### src/rtl/rc4_pkg.sv
// rc4_pkg: shared RC4 key-schedule defaults, FSM state encoding and index-width helper
package rc4_pkg;
  localparam int DEF_RAM_WIDTH  = 8;
  localparam int DEF_KEY_LENGTH = 3;
  typedef enum logic [3:0] {
    IDLE, RD_I, WT_I, CALC_J, RD_J, WT_J, WR_I, WR_J, NEXT, DONE
  } ksa_state_e;
  function automatic int idx_width(input int n);
    return (n > 1) ? $clog2(n) : 1;
  endfunction
endpackage

### src/rtl/key_byte_select.sv
// key_byte_select: combinational pick of key byte idx (byte 0 = MSB byte); in secret_key, idx; out key_byte
module key_byte_select
  import rc4_pkg::*;
#(
  parameter int KEY_LENGTH = DEF_KEY_LENGTH,
  parameter int IW         = idx_width(KEY_LENGTH)
) (
  input  logic [KEY_LENGTH*8-1:0] secret_key,
  input  logic [IW-1:0]           idx,
  output logic [7:0]              key_byte
);
  always_comb begin
    key_byte = '0;
    for (int n = 0; n < KEY_LENGTH; n++)
      if (idx == IW'(n)) key_byte = secret_key[(KEY_LENGTH-1-n)*8 +: 8];
  end
endmodule

### src/rtl/key_scheduler.sv
// key_scheduler: RC4 KSA over a synchronous S-array RAM; in clk, reset_n, enable, secret_key, ram_q; out address, ram_in, write_enable, done
module key_scheduler
  import rc4_pkg::*;
#(
  parameter int RAM_WIDTH  = DEF_RAM_WIDTH,
  parameter int KEY_LENGTH = DEF_KEY_LENGTH
) (
  input  logic                    clk,
  input  logic                    reset_n,
  input  logic                    enable,
  input  logic [KEY_LENGTH*8-1:0] secret_key,
  input  logic [RAM_WIDTH-1:0]    ram_q,
  output logic [RAM_WIDTH-1:0]    address,
  output logic [RAM_WIDTH-1:0]    ram_in,
  output logic                    write_enable,
  output logic                    done
);
  localparam int IW = idx_width(KEY_LENGTH);
  ksa_state_e state_q, state_d;
  logic [RAM_WIDTH-1:0] i_q, i_d, j_q, j_d, si_q, si_d;
  logic [RAM_WIDTH-1:0] address_q, address_d, ram_in_q, ram_in_d;
  logic                 write_enable_q, write_enable_d, done_q, done_d;
  logic [IW-1:0]        k_q, k_d;
  logic [7:0]           key_byte;
  key_byte_select #(.KEY_LENGTH(KEY_LENGTH), .IW(IW)) u_key_byte_select (
    .secret_key(secret_key),
    .idx       (k_q),
    .key_byte  (key_byte)
  );
  // Outputs are registered from the next state, so each state's outputs are
  // stable for its whole cycle. ram_in_q doubles as the sj latch: it captures
  // S[j] from ram_q on the WT_J->WR_I edge and drives it during WR_I.
  always_comb begin
    state_d = state_q;
    i_d     = i_q;
    j_d     = j_q;
    k_d     = k_q;
    si_d    = si_q;
    if (!enable) begin
      state_d = IDLE;
      i_d     = '0;
      j_d     = '0;
      k_d     = '0;
    end else begin
      case (state_q)
        IDLE:   state_d = RD_I;
        RD_I:   state_d = WT_I;
        WT_I:   state_d = CALC_J;
        CALC_J: begin
          si_d    = ram_q;
          j_d     = j_q + ram_q + RAM_WIDTH'(key_byte);
          state_d = RD_J;
        end
        RD_J:   state_d = WT_J;
        WT_J:   state_d = WR_I;
        WR_I:   state_d = WR_J;
        WR_J:   state_d = NEXT;
        NEXT: begin
          if (&i_q) state_d = DONE;
          else begin
            i_d     = i_q + RAM_WIDTH'(1);
            k_d     = (k_q == IW'(KEY_LENGTH-1)) ? '0 : k_q + IW'(1);
            state_d = RD_I;
          end
        end
        DONE:    state_d = DONE;
        default: state_d = IDLE;
      endcase
    end
    address_d      = (state_d inside {RD_I, WT_I, CALC_J, WR_I}) ? i_d :
                     (state_d inside {RD_J, WT_J, WR_J}) ? j_d : '0;
    ram_in_d       = (state_d == WR_I) ? ram_q : (state_d == WR_J) ? si_q : '0;
    write_enable_d = state_d inside {WR_I, WR_J};
    done_d         = state_d == DONE;
  end
  always_ff @(posedge clk or negedge reset_n) begin
    if (!reset_n) begin
      state_q        <= IDLE;
      i_q            <= '0;
      j_q            <= '0;
      k_q            <= '0;
      si_q           <= '0;
      address_q      <= '0;
      ram_in_q       <= '0;
      write_enable_q <= 1'b0;
      done_q         <= 1'b0;
    end else begin
      state_q        <= state_d;
      i_q            <= i_d;
      j_q            <= j_d;
      k_q            <= k_d;
      si_q           <= si_d;
      address_q      <= address_d;
      ram_in_q       <= ram_in_d;
      write_enable_q <= write_enable_d;
      done_q         <= done_d;
    end
  end
  assign address      = address_q;
  assign ram_in       = ram_in_q;
  assign write_enable = write_enable_q;
  assign done         = done_q;
endmodule
### config.mk
export PLATFORM = sky130hd
export DESIGN_NAME = key_scheduler
export DESIGN_NICKNAME = d
export VERILOG_FILES = /design/src/rtl/rc4_pkg.sv /design/src/rtl/key_byte_select.sv /design/src/rtl/key_scheduler.sv
export SDC_FILE = /design/constraint.sdc
export NUM_CORES = 1
export LEC_CHECK = 0
export ABC_AREA = 1
export BUFFER_PORTS_ARGS = -buffer_cell sky130_fd_sc_hd__buf_4
export CAP_MARGIN = 10
export CORE_MARGIN = 5
export CORE_UTILIZATION = 35
export CTS_BUF_LIST = sky130_fd_sc_hd__clkbuf_4
export DETAILED_ROUTE_END_ITERATION = 12
export SKIP_CTS_REPAIR_TIMING = 1
export SYNTH_ARGS = -nofsm -noshare
export SYNTH_HDL_FRONTEND = slang
export SYNTH_SLANG_ARGS = --single-unit
### constraint.sdc
create_clock -name clk -period 7.45 [get_ports clk]
set_input_delay 0.3725 -clock clk [delete_from_list [all_inputs] [get_ports clk]]
set_output_delay 0.3725 -clock clk [all_outputs]
set_load 0.005 [all_outputs]
# Yosys cells after proc, flatten, opt, wreduce, memory -nomap -nowiden

Index checks and enable logic that the tools add are counted.

Reductions and logical operators: 8
Equal/unequal tests: 21
Mux-type cells: 19
$add $sub $neg: 4

Operators with widths:

| operator                                       | number |
|---|---|
| two-way mux 8 bit                              | 12 |
| one-hot mux 4 bit (10 select lines)            | 1 |
| == test 4 x 3 -> 1 bit (second input constant) | 8 |
| adder 8 bit                                    | 2 |
| == test 4 x 2 -> 1 bit (second input constant) | 4 |
| == test 4 bit (second input constant)          | 3 |
| adder 8 x 1 -> 8 bit (second input constant)   | 1 |
| == test 4 x 1 -> 1 bit (second input constant) | 2 |
| two-way mux 2 bit                              | 4 |
| two-way mux 4 bit                              | 2 |
| AND reduction 8 bit                            | 1 |
| logical NOT 4 bit                              | 1 |
| AND reduction 2 bit                            | 2 |
| nonzero test 4 bit                             | 1 |
| nonzero test 3 bit                             | 1 |
| adder 2 x 1 -> 2 bit (second input constant)   | 1 |
| == test 2 x 1 -> 1 bit (second input constant) | 1 |
| == test 2 bit (second input constant)          | 1 |
| logical NOT 2 bit                              | 1 |
| != test 2 x 1 -> 1 bit (second input constant) | 1 |
| != test 2 bit (second input constant)          | 1 |
| nonzero test 2 bit                             | 1 |

Flip-flop bits (word level): 48
Output and inout port bits: 18
Logic and storage cells: 61
Bits of input ports: 35

# Depth between registers and ports, before layout

Gate-level depths: netlist (run 1).

Word-level depth: 9
Depth in mapped cells: 15

# Cells and area by module

A second synthesis (run 1) with hierarchy kept.

Cell total of the unflattened synthesis: 362
Area total of the unflattened synthesis: 3,001.6 um2

Modules (own cells, without submodules):

| module          | area an instance (um2) | seq. area each (um2) | times used | cells each |
|---|---|---|---|---|
| key_scheduler   | 2,813.9                | 1,201.2              | 1          | 325 |
| key_byte_select | 187.7                  | 0.0                  | 1          | 37 |

# Worst setup path after synthesis (run 1)

Ideal clock, no wire load.

Kind: reg-to-reg
From: register k_q[0]
To: register address_q[5] (netlist: address[5])
Period minus slack after synthesis: 2,554 ps
Stages on the path, launching flop included: 15
Setup slack: 4,896 ps
Data arrival time: 2,433 ps
Required time: 7,328 ps
Cell sequence: dfrtp_1 -> inv_1 -> nor2_1 -> nand2_1 -> nand3_1 -> fa_1 -> ha_1 -> fa_1 -> nand3_1 -> a21oi_1 -> nand3b_1 -> nand2_1 -> inv_1 -> nand2_1 -> o21ai_1

Word-level cells in the longest chain between the ends: 9

Ends and longest elaborated chain:

| element                        | line                  | source |
|---|---|---|
| start: declaration             | key_scheduler.sv:23   | `logic [IW-1:0] k_q, k_d;` |
| start signal: assignment       | key_scheduler.sv:91   | `k_q <= k_d;` |
| logical NOT 2 bit              | key_byte_select.sv:15 | `if (idx == IW'(n)) key_byte = secret_key[(KEY_LENGTH-1-n)*8 +: 8];` |
| two-way mux 8 bit (2 in a row) | key_byte_select.sv:15 |  |
| two-way mux 8 bit *            | key_byte_select.sv:15 |  |
| adder 8 bit *                  | key_scheduler.sv:51   | `j_d = j_q + ram_q + RAM_WIDTH'(key_byte);` |
| two-way mux 8 bit *            | key_scheduler.sv:45   | `case (state_q)` |
| two-way mux 8 bit *            | key_scheduler.sv:39   | `if (!enable) begin` |
| net j_d[5]                     | key_scheduler.sv:20   | `logic [RAM_WIDTH-1:0] i_q, i_d, j_q, j_d, si_q, si_d;` |
| two-way mux 8 bit *            | key_scheduler.sv:71   | `(state_d inside {RD_J, WT_J, WR_J}) ? j_d : '0;` |
| two-way mux 8 bit *            | key_scheduler.sv:70   | `address_d = (state_d inside {RD_I, WT_I, CALC_J, WR_I}) ? i_d :` |
| net address_d[5]               | key_scheduler.sv:21   | `logic [RAM_WIDTH-1:0] address_q, address_d, ram_in_q, ram_in_d;` |
| end signal: assignment         | key_scheduler.sv:93   | `address_q <= address_d;` |
| end: declaration               | key_scheduler.sv:21   |  |

The timed path passes the listed nets; every way through them passes the cells marked *.
A chain may end at the register's enable or synchronous reset.

# Final worst setup path (run 1)

Ends and elaborated chain as after synthesis.

==> qor_table.md, run 1 <==
| Quantity | Value | Unit |
|:---|:---|:---|
| Final design utilization | 0.436 | - |
| Overall die area | 0.00997 | sq mm |
| Shortest period the worst path allows | 2.82 | ns |
| Fraction of the yosys area taken by sequential cells | 0.425 | - |
| Class of the most critical hold timing path | in -> async | - |
| Count of buffer and inverter cells on the critical path | 2 | - |
| Commonest non-fill, non-tap cell in the layout | nand2_1 | - |
| Total non-filler cell area in the finished layout | 0.00340 | sq mm |
| Number of I/O port buffers | 52 | - |
| Synthesized netlist net count | 393 | - |
| Slew @ Worst Pin | 0.609 | ns |
| Detailed-route via count | 2339 | - |
| Most area-consuming cells after synthesis | dfrtp_1 42%, nand2_1 10%, nand3_1 6.9% | - |
| Path type of the worst setup path | reg -> reg | - |
| Sinks on the clock net | 48 | - |
| Die width | 99.9 | um |
| Final worst path period share | 0.378 | - |
| DR pass1 iterations | 4 | - |
| Yosys warning total | 0 | - |
| Arrival time of data at the critical path endpoint | 3.11 | ns |
| Number of routed nets with antenna violations | 0 | - |
| CP Launch Point | k_q[0] | - |
| Number of distinct standard cells referenced by the synthesized netlist | 36 | - |
| Crit Reg-Reg Startpoint | k_q[0] | - |
| Fmax | 355 | MHz |
| Number of cells on the critical path | 14 | - |
| Flip-flop and latch count after synthesis | 48 | - |
| Routed wirelength normalized by instance count | 13.2 | um |
| Final Hold Violating Endpoints | 28 | - |
| Count of flip-flops with a built-in enable after synthesis | 0 | - |
| Vias/cell | 4.67 | - |
| Cells traversed along the worst timing path | inv_1 -> nor2_1 -> nand2_1 -> nand3_1 -> fa_1 -> ha_1 -> fa_1 -> nand3_1 -> a21oi_1 -> nand3b_1 -> nand2_1 -> inv_1 -> nand2_1 -> o21ai_1 | - |
| Largest delay contributor family on the critical path | adder cells | - |
| Total overflow reported by the global router | 0 | - |
| Fraction of final layout cells with drive strength greater than 1 | 0.218 | - |
| Total I/O pin count | 53 | - |
| Pin count of the biggest net entering global routing | 49 | - |
| Maximum number of buffers from clock root to sink | 2 | - |
| Number of fill cells in the layout | 799 | - |
| Outcome | complete, but fails checks | - |
| Final Max Tran Viols | 0 | - |
| Cell area after synthesis | 0.00283 | sq mm |
| Worst slack after detailed placement | 4.63 | ns |
| H-tree depth | 2 | - |
| Number of cells on the worst reg-to-reg path | 14 | - |
| Reg-to-Reg End | address[5] | - |
| Clock Skew | 0.0171 | ns |
| Worst path slowest cell | dfrtp_1 | - |
| P per Cell Area | 166 | mW/mm^2 |
| Smallest setup slack after layout | 4.63 | ns |
| Maximum fanout along the worst path | 7 | - |
| Largest stage delay on the critical path | 0.44 | ns |
| Area share of the largest cell type after synthesis | 0.425 | - |
| Slew headroom | 0.594 | - |
| Initial detailed-routing violation count | 109 | - |
| HPWL reported at the end of detailed placement | 5110 | um |
| Count of final setup violators | 0 | - |
| Wirelength, routed | 6600 | um |
| Register clock-pin slew on the reported worst setup and hold paths | 0.16 | ns |
| Sort of element at the end of the critical path | flop | - |
| Capturing element of the worst setup path | address[5] | - |
| Count of max-cap constraint violations | 0 | - |
| Antenna violations before repair | 0 | - |
| Clock tree root buffer cell | clkbuf_4 | - |
| Number of rows in the core area | 32 | - |
| Total CTS buffers | 5 | - |
| Worst hold slack across all endpoints | -0.0207 | ns |
| Flop2flop setup slack | 4.63 | ns |
| Fraction of registers with async set or reset after synthesis | 1.00 | - |
| Vias in the first global route | 2287 | - |
| Leading area contributor after synthesis | dfrtp_1 | - |
| Post-layout net count | 448 | - |
| Most common cell type on the critical path | nand2_1 | - |
| CP Launch Type | flop | - |
| Sum of negative setup slack | 0 | ns |
| FF+latch area | 0.00120 | sq mm |
| Failing checks | hold timing | - |
| Final Wtd Congestion | 0.858 | - |
| DRC Markers | 0 | - |
| Unrepaired setup endpoints after global routing | false | - |
| Area of the placeable core | 0.00781 | sq mm |
| Number of inserted diodes | 0 | - |
| Instance area at placement | 0.00332 | sq mm |
| Leak | 1.82 | nW |
| TritonCTS clock tree | built | - |
| First-pass GRT wire length | 10900 | um |
| Multi-input combinational cell area | 0.00137 | sq mm |
| Number of instances in the synthesized netlist | 343 | - |
| Average instance area after synthesis | 8.24 | sq um |
| Initial standard-cell utilization of the core | 0.362 | - |
| Top library cells by usage in the layout, fill and taps aside | 77 x nand2_1, 52 x buf_4, 51 x inv_1 | - |
| Post-synthesis to final-layout area growth | 20.3 | % |
| Total track usage | 0.138 | - |
| Die extent in y | 99.9 | um |
| Most used flip-flop cell after synthesis | dfrtp_1 | - |
| Worst IR Drop VDD | 88.4 | uV |
| Clock latency on the worst-skew pair | 0.38 | ns |
| Worst path required time | 7.74 | ns |
[Yosys cell counts, types with 2 or more instances]
library cell  number
inv_1             51
nand3_1           39
nand2_4            2
nor2_4             3
nand4_1            8
nand2_2            3
fa_1               8
o21ai_1            7
a21oi_1           12
o211ai_1           2
dfrtp_1           48
nand3_2            3
o21ai_0           23
xnor2_1            2
nor2_8             2
inv_2              6
nand2_1           77
nor2_2             2
nand3b_1           2
nor2_1            21
ha_1               7
[metrics by stage]
stage               total power (W)  hold slack [ns]  cells
CTS                        0.000568          0.00801    501
global route               0.000596           0.0217    501
finish                     0.000563          -0.0207    501
detailed placement         0.000404            0.436    493
global placement           0.000401            0.431    493
floorplan                  0.000365           0.0769    343
[state kept, by name (all words and copies together), names as in the netlist]
signal and flops:
si_q 8, done 1, ram_in 8, address 8, j_q 8, state_q 4, i_q 8, k_q 2
write_enable 1
[how the worst min path moves through the flow]
| stage | from | to | slack, ns |
|---|---|---|---|
| after global routing | reset_n | ram_in[5] | 0.02 |
| final | reset_n | ram_in[2] | -0.02 |
| after floorplan | reset_n | address[0] | 0.08 |
| after detailed placement | reset_n | ram_in[5] | 0.44 |
| after global placement | reset_n | ram_in[5] | 0.43 |
| after CTS | reset_n | ram_in[5] | 0.008 |
[area by class of cell]
type	instances	area share
repair buffers	52	0.115
flip-flops and latches	48	0.353
clock inverters	3	0.0136
multi-input cells	232	0.403
well taps	102	0.0375
inverters	59	0.0673
clock buffers	5	0.0110
[layer usage]
metal  vias to the layer above  share of wire  track usage
li1                       1212              -            -
met1                      1084           0.49        0.191
met2                        37           0.46        0.218
met4                         0         0.0086       0.0378
met3                         6          0.045       0.0306
met5                         -              0            0
[where the power goes]
group / internal, W / switching [W]
Sequential: 0.000278 / 0.0000114
Combinational: 0.0000456 / 0.0000644
Clock: 0.0000718 / 0.0000923
[cells by family after synthesis]
| kind of cell | after synthesis | share of synthesized area |
|---|---|---|
| fa+ha+maj | 15 | 0.0876 |
| flops | 48 | 0.425 |
| buf+inv | 63 | 0.0907 |
| xor+xnor | 3 | 0.00930 |
| compound gates | 50 | 0.0996 |
| simple gates | 164 | 0.288 |
No activity file was read; power rests on OpenSTA's default activity.
==> run 2: changes to the inputs <==
ABC_AREA = 0   (was 1)
clock period = 2.4 ns   (was 7.45 ns; I/O delays follow)
==> qor_table.md, run 2 <==
| Quantity | Value | Unit | vs previous |
|:---|:---|:---|:---|
| Outcome | complete, but fails checks | - |  |
| Failing checks | setup timing | - |  |
| Vias in the first global route | 2176 | - | -4.9% |
| Number of rows in the core area | 32 | - | unchanged |
| Detailed-route via count | 2086 | - | -11% |
| CP Launch Type | flop | - |  |
| Number of routed nets with antenna violations | 0 | - | unchanged |
| Non-filler cells in the finished layout | 427 | - | -15% |
| Cell area after synthesis | 0.00268 | sq mm | -5.2% |
| Initial detailed-routing violation count | 129 | - | +18% |
| Commonest non-fill, non-tap cell in the layout | buf_4 | - |  |
| Most area-consuming cells after synthesis | dfrtp_1 45%, mux2i_1 7.1%, fa_1 6.0% | - |  |
| HPWL reported at the end of detailed placement | 4570 | um | -11% |
| Maximum fanout along the worst path | 4 | - | -3 |
| Fmax | 361 | MHz | +1.9% |
| H-tree depth | 2 | - | unchanged |
| Area of the placeable core | 0.00761 | sq mm | -2.6% |
| Vias/cell | 4.89 | - | +4.6% |
| Count of max-cap constraint violations | 0 | - | unchanged |
| Area share of the largest cell type after synthesis | 0.448 | - | +0.0232 |
| Final Max Tran Viols | 0 | - | unchanged |
| Post-layout net count | 374 | - | -17% |
| Synthesized netlist net count | 303 | - | -23% |
| Total I/O pin count | 53 | - | unchanged |
| Number of instances in the synthesized netlist | 253 | - | -26% |
| Shortest period the worst path allows | 2.77 | ns | -0.0523 ns |
| Path type of the worst setup path | reg -> reg | - |  |
| Fraction of the yosys area taken by sequential cells | 0.448 | - | +0.0232 |
| Final worst path period share | 1.15 | - | +0.775 |
| Die width | 97.5 | um | -2.4% |
| Count of flip-flops with a built-in enable after synthesis | 0 | - | unchanged |
| List of most frequent post-synthesis cells | 48 x dfrtp_1, 27 x nand2_1, 19 x mux2i_1 | - |  |
| Smallest setup slack after layout | -0.367 | ns | -5.00 ns |
| Fraction of final layout cells with drive strength greater than 1 | 0.332 | - | +0.114 |
| P per Cell Area | 526 | mW/mm^2 | +220% |
| Number of distinct standard cells referenced by the synthesized netlist | 52 | - | +44% |
| Sort of element at the end of the critical path | flop | - |  |
| Post-synthesis to final-layout area growth | 31.3 | % |  |
| Unrepaired setup endpoints after global routing | true | - |  |
| Total overflow reported by the global router | 0 | - | unchanged |
| Average instance area after synthesis | 10.6 | sq um | +29% |
| Top library cells by usage in the layout, fill and taps aside | 69 x buf_4, 48 x dfrtp_1, 26 x nand2_1 | - |  |
| Total CTS buffers | 5 | - | unchanged |
| Maximum number of buffers from clock root to sink | 2 | - | unchanged |
| TritonCTS clock tree | built | - |  |
| Cell with the most instances after synthesis | dfrtp_1 | - |  |
| Register clock-pin slew on the reported worst setup and hold paths | 0.16 | ns | about the same |
| Leading area contributor after synthesis | dfrtp_1 | - |  |
| Worst IR Drop VDD | 279 | uV | +220% |
| DR pass1 iterations | 4 | - | unchanged |
| Routed wirelength normalized by instance count | 14.3 | um | +8.8% |
| Sinks on the clock net | 48 | - | unchanged |
| Slew @ Worst Pin | 0.617 | ns | +0.00805 ns |
| Leak | 1.68 | nW | -7.6% |
| Final design utilization | 0.463 | - | +0.0269 |
| Count of final setup violators | 11 | - | +11 |
| Share of power burned in registers | 0.495 | - | -0.018 |
| Worst path required time | 2.65 | ns | -5.09 ns |
| Share of total power in the clock network | 0.266 | - | -0.025 |
| Arrival time of data at the critical path endpoint | 3.02 | ns | -0.09 ns |
| Number of inserted diodes | 0 | - | unchanged |
| Overall die area | 0.00951 | sq mm | -4.7% |
| Cell count after placement | 412 | - | -16% |
| Fraction of registers with async set or reset after synthesis | 1.00 | - | unchanged |
| Antenna violations before repair | 0 | - | unchanged |
| Final Wtd Congestion | 0.798 | - | -7.0% |
| Number of I/O port buffers | 52 | - | unchanged |
| Overall power consumption | 0.00185 | W | +230% |
| Clock tree root buffer cell | clkbuf_4 | - |  |
| Internal power component | 0.00133 | W | +240% |
| First-pass GRT wire length | 10200 | um | -6.2% |
| Total non-filler cell area in the finished layout | 0.00352 | sq mm | +3.5% |
| Flip-flop and latch count after synthesis | 48 | - | unchanged |
| Total track usage | 0.131 | - | -0.00700 |
| Combinational share of power | 0.239 | - | +0.044 |
| Wirelength, routed | 6120 | um | -7.3% |
| Instance area at placement | 0.00329 | sq mm | -0.94% |
| Switching Share | 0.282 | - | -0.0162 |
| Slew headroom | 0.589 | - | -0.00536 |
| Yosys warning total | 0 | - | unchanged |
| Class of the most critical hold timing path | in -> reg | - |  |
| Final Hold Violating Endpoints | 0 | - | -100% |
| Switching component of the power | 0.000523 | W | +210% |
| Initial standard-cell utilization of the core | 0.352 | - | -0.00972 |
| Clock Skew | 0.0164 | ns | -0.000794 ns |
| Die extent in y | 97.5 | um | -2.4% |
| Most used flip-flop cell after synthesis | dfrtp_1 | - |  |
| DRC Markers | 0 | - | unchanged |
| Pin count of the biggest net entering global routing | 49 | - | unchanged |
| Clock latency on the worst-skew pair | 0.37 | ns | about the same |
## run 2: changes by cell type after synthesis, moves of 7 or more
cell | previous run | this run
o21ai_1 | 7 | 0
inv_1 | 51 | 11
o21ai_0 | 23 | 15
a21oi_1 | 12 | 5
mux2i_1 | 0 | 19
nand3_1 | 39 | 7
nand2_1 | 77 | 27
## run 2: power by group through the flow
stage | sequential [W] | combinational (W) | clock (W)
after detailed placement | 0.000933 | 0.000383 | 0
after floorplan | 0.000914 | 0.000259 | 0
final | 0.000917 | 0.000442 | 0.000493
after global placement | 0.000931 | 0.000376 | 0
after CTS | 0.000917 | 0.000386 | 0.000513
after global routing | 0.000927 | 0.000493 | 0.000542
## run 2: path summary, 6_finish.rpt
path / startpoint / end / slack (ns) / depth (start not counted)
max: k_q[0] / address[7] / -0.37 / 11
min: ram_q[1] / si_q[1] / 0.01 / 2
max reg2reg: k_q[0] / address[7] / -0.37 / 11
min reg2reg: si_q[6] / si_q[6] / 0.50 / 2
max in group asynchronous: reset_n / state_q[3] / 1.69 / 2
min in group asynchronous: reset_n / i_q[5] / 0.28 / 2
## run 2: area by class of cell
cell class / instances / area, sq um
Inverter: 11 / 41.3
Sequential cell: 48 / 1200
Fill cell: 736 / 4090
Multi-Input combinational cell: 182 / 1480
Clock inverter: 3 / 42.5
Tap cell: 102 / 128
Timing Repair Buffer: 76 / 591
Clock buffer: 5 / 37.5
## run 2: metal layers
layer / vias up / global-route usage / wire (um)
met2: 39 / 0.220 / 3030
met5: - / 0 / 0
met4: 0 / 0.0351 / 64
met3: 7 / 0.0258 / 241
li1: 1033 / - / -
met1: 1007 / 0.172 / 2780
## run 2: cell families (layout without fill, tap and decap cells)
logic type	Yosys count	in the layout	synth area share
buffers and inverters	23	95	0.0369
muxes	25	25	0.0962
DFF	48	48	0.448
xor gates and xnor gates	11	11	0.0359
adders and majority gates	15	15	0.0924
and+or+nand+nor	79	79	0.153
AOI/OAI and AO/OA	52	52	0.137
## run 2: through the flow
step | TNS (ns) | setup WS (ns) | hold WS, ns
finish | -2.57 | -0.367 | 0.0124
global route | -3.92 | -0.468 | 0.00162
CTS | -3.48 | -0.456 | -0.228
detailed placement | -2.93 | -0.422 | 0.186
global placement | -2.96 | -0.403 | 0.176
floorplan | -1.35 | -0.283 | -0.176
## run 2: worst max-delay path: stages (launching register included)
cell	delay, ns
dfrtp_1	0.44
buf_6	0.14
mux2i_1	0.11
o21ai_1	0.15
fa_1	0.45
ha_2	0.20
fa_2	0.34
a21o_1	0.20
o21ba_4	0.22
o22ai_4	0.13
xnor2_2	0.14
o221ai_1	0.13
==> run 3: changes to the inputs <==
REMOVE_ABC_BUFFERS = 1   (was not set)
==> qor_table.md, run 3 (synthesis results as in run 2) <==
| Quantity | Value | Unit | vs previous |
|:---|:---|:---|:---|
| Number of inserted diodes | 0 | - | unchanged |
| Number of rows in the core area | 32 | - | unchanged |
| Antenna violations before repair | 0 | - | unchanged |
| Worst slack after detailed placement | -0.547 | ns | -0.125 ns |
| Count of final setup violators | 10 | - | -1 |
| Slew headroom | 0.584 | - | -0.00502 |
| Commonest non-fill, non-tap cell in the layout | buf_4 | - |  |
| Maximum number of buffers from clock root to sink | 2 | - | unchanged |
| Arrival time of data at the critical path endpoint | 3.01 | ns | about the same |
| Outcome | complete, but fails checks | - |  |
| Initial detailed-routing violation count | 73 | - | -43% |
| Worst path slowest cell | fa_2 | - |  |
| Cells traversed along the worst timing path | buf_6 -> mux2i_1 -> o21ai_2 -> fa_2 -> fa_2 -> a21o_1 -> o21ba_4 -> o22ai_2 -> xnor2_1 -> o221ai_1 | - |  |
| Total track usage | 0.131 | - | +0.000485 |
| Vias in the first global route | 2039 | - | -6.3% |
| Vias/cell | 4.81 | - | -1.6% |
| Most common cell type on the critical path | fa_2 | - |  |
| Fmax | 363 | MHz | +0.50% |
| Total I/O pin count | 53 | - | unchanged |
| Total CTS buffers | 5 | - | unchanged |
| Failing checks | setup timing | - |  |
| Final Max Tran Viols | 0 | - | unchanged |
| Unrepaired setup endpoints after global routing | true | - |  |
| CP Launch Type | flop | - |  |
| Post-layout net count | 379 | - | +1.3% |
| Number of routed nets with antenna violations | 0 | - | unchanged |
| Sinks on the clock net | 48 | - | unchanged |
| Crit Reg-Reg Startpoint | k_q[0] | - |  |
| HPWL reported at the end of detailed placement | 4620 | um | +1.0% |
| Clock Skew | 0.00835 | ns | -0.00800 ns |
| Flop2flop setup slack | -0.35 | ns | about the same |
| Die extent in y | 97.5 | um | unchanged |
| Count of max-cap constraint violations | 0 | - | unchanged |
| Sum of negative setup slack | -1.99 | ns | +0.571 ns |
| Die width | 97.5 | um | unchanged |
| Post-synthesis to final-layout area growth | 32.4 | % |  |
| Fraction of final layout cells with drive strength greater than 1 | 0.355 | - | +0.0222 |
| Depth of the worst hold-timing path | 2 | - | unchanged |
| Final worst path period share | 1.15 | - | -0.00579 |
| Shortest period the worst path allows | 2.75 | ns | -0.0139 ns |
| P per Cell Area | 488 | mW/mm^2 | -7.3% |
| Clock latency on the worst-skew pair | 0.37 | ns | about the same |
| Wirelength, routed | 6230 | um | +1.8% |
| Area of the placeable core | 0.00761 | sq mm | unchanged |
| Clock tree root buffer cell | clkbuf_4 | - |  |
| Leak | 1.68 | nW | +0.13% |
| DRC Markers | 0 | - | unchanged |
| Smallest setup slack after layout | -0.353 | ns | +0.0139 ns |
| TritonCTS clock tree | built | - |  |
| Number of I/O port buffers | 52 | - | unchanged |
| Path type of the worst setup path | reg -> reg | - |  |
| Overall die area | 0.00951 | sq mm | unchanged |
| Worst Hold Path EP | si_q[5] | - |  |
| Largest stage delay on the critical path | 0.52 | ns | +0.07 ns |
| H-tree depth | 2 | - | unchanged |
| Final Hold Violating Endpoints | 0 | - | unchanged |
| Total overflow reported by the global router | 0 | - | unchanged |
| Reg-to-Reg End | address[7] | - |  |
| Worst IR Drop VDD | 242 | uV | -14% |
| Maximum fanout along the worst path | 5 | - | +1 |
| First-pass GRT wire length | 10200 | um | -0.26% |
| Top library cells by usage in the layout, fill and taps aside | 73 x buf_4, 47 x dfrtp_1, 26 x nand2_1 | - |  |
| Sort of element at the end of the critical path | flop | - |  |
| Pin count of the biggest net entering global routing | 49 | - | unchanged |
| DR pass1 iterations | 5 | - | +1 |
| Detailed-route via count | 2076 | - | -0.48% |
| Register clock-pin slew on the reported worst setup and hold paths | 0.15 | ns | about the same |
| Initial standard-cell utilization of the core | 0.352 | - | unchanged |
| Class of the most critical hold timing path | in -> reg | - |  |
| Worst path required time | 2.66 | ns | about the same |
| Routed wirelength normalized by instance count | 14.4 | um | +0.67% |
| Start point of the worst hold path | ram_q[5] | - |  |
| Slew @ Worst Pin | 0.624 | ns | +0.00753 ns |
| Final Wtd Congestion | 0.856 | - | +7.3% |
| Number of cells on the worst reg-to-reg path | 10 | - | -1 |
## run 3: how the worst max path moves through the flow
stage                 from    endpoint  slack, ns  cells past startpoint
floorplan           k_q[0]  address[7]      -0.68                     11
detailed placement  k_q[0]  address[7]      -0.55                     11
finish              k_q[0]  address[7]      -0.35                     10
global placement    k_q[0]  address[7]      -0.44                     11
CTS                 k_q[0]  address[7]      -0.55                     11
global route        k_q[0]  address[7]      -0.51                     10
## run 3: critical path, delay by kind of cell, from the launching register on
| kind | cells | cell delay (ns) |
|---|---|---|
| adder cells (fa/ha/maj) | 2 | 0.94 |
| buffers and inverters | 1 | 0.12 |
| flip-flops | 1 | 0.48 |
| multiplexers | 1 | 0.21 |
| XOR/XNOR | 1 | 0.16 |
| AO/OA/AOI/OAI | 5 | 0.74 |
## run 3: routing by layer
metal,vias to the layer above,track usage,share of wire
met4,0,0.0351,0.011
li1,1037,-,-
met1,984,0.171,0.45
met3,5,0.0330,0.044
met2,50,0.217,0.49
met5,-,0,0
## run 3: where the power goes
part	switching [W]	internal, W	total, W
combinational	0.000201	0.000236	0.000437
sequential	0.0000393	0.000874	0.000913
clock	0.000270	0.000111	0.000381
total	0.000510	0.00122	0.00173
## run 3: layout make-up
cell class	instances	area (sq um)
clock buffers	5	37.5
clock inverters	3	18.8
fillers	736	4060
inverters	11	41.3
multi-input cells	182	1490
flip-flops and latches	48	1200
well taps	102	128
repair buffers	81	631
## run 3: metrics by stage
stage	utilization	hold slack (ns)	total power, W	cell area, sq um	instances
floorplan	-	-0.176	0.00115	2620	241
global placement	0.429	0.177	0.00130	3260	411
detailed placement	0.429	0.183	0.00131	3260	411
CTS	0.436	-0.246	0.00170	3320	419
global route	0.466	0.00582	0.00185	3550	432
finish	0.466	0.0134	0.00173	3550	432
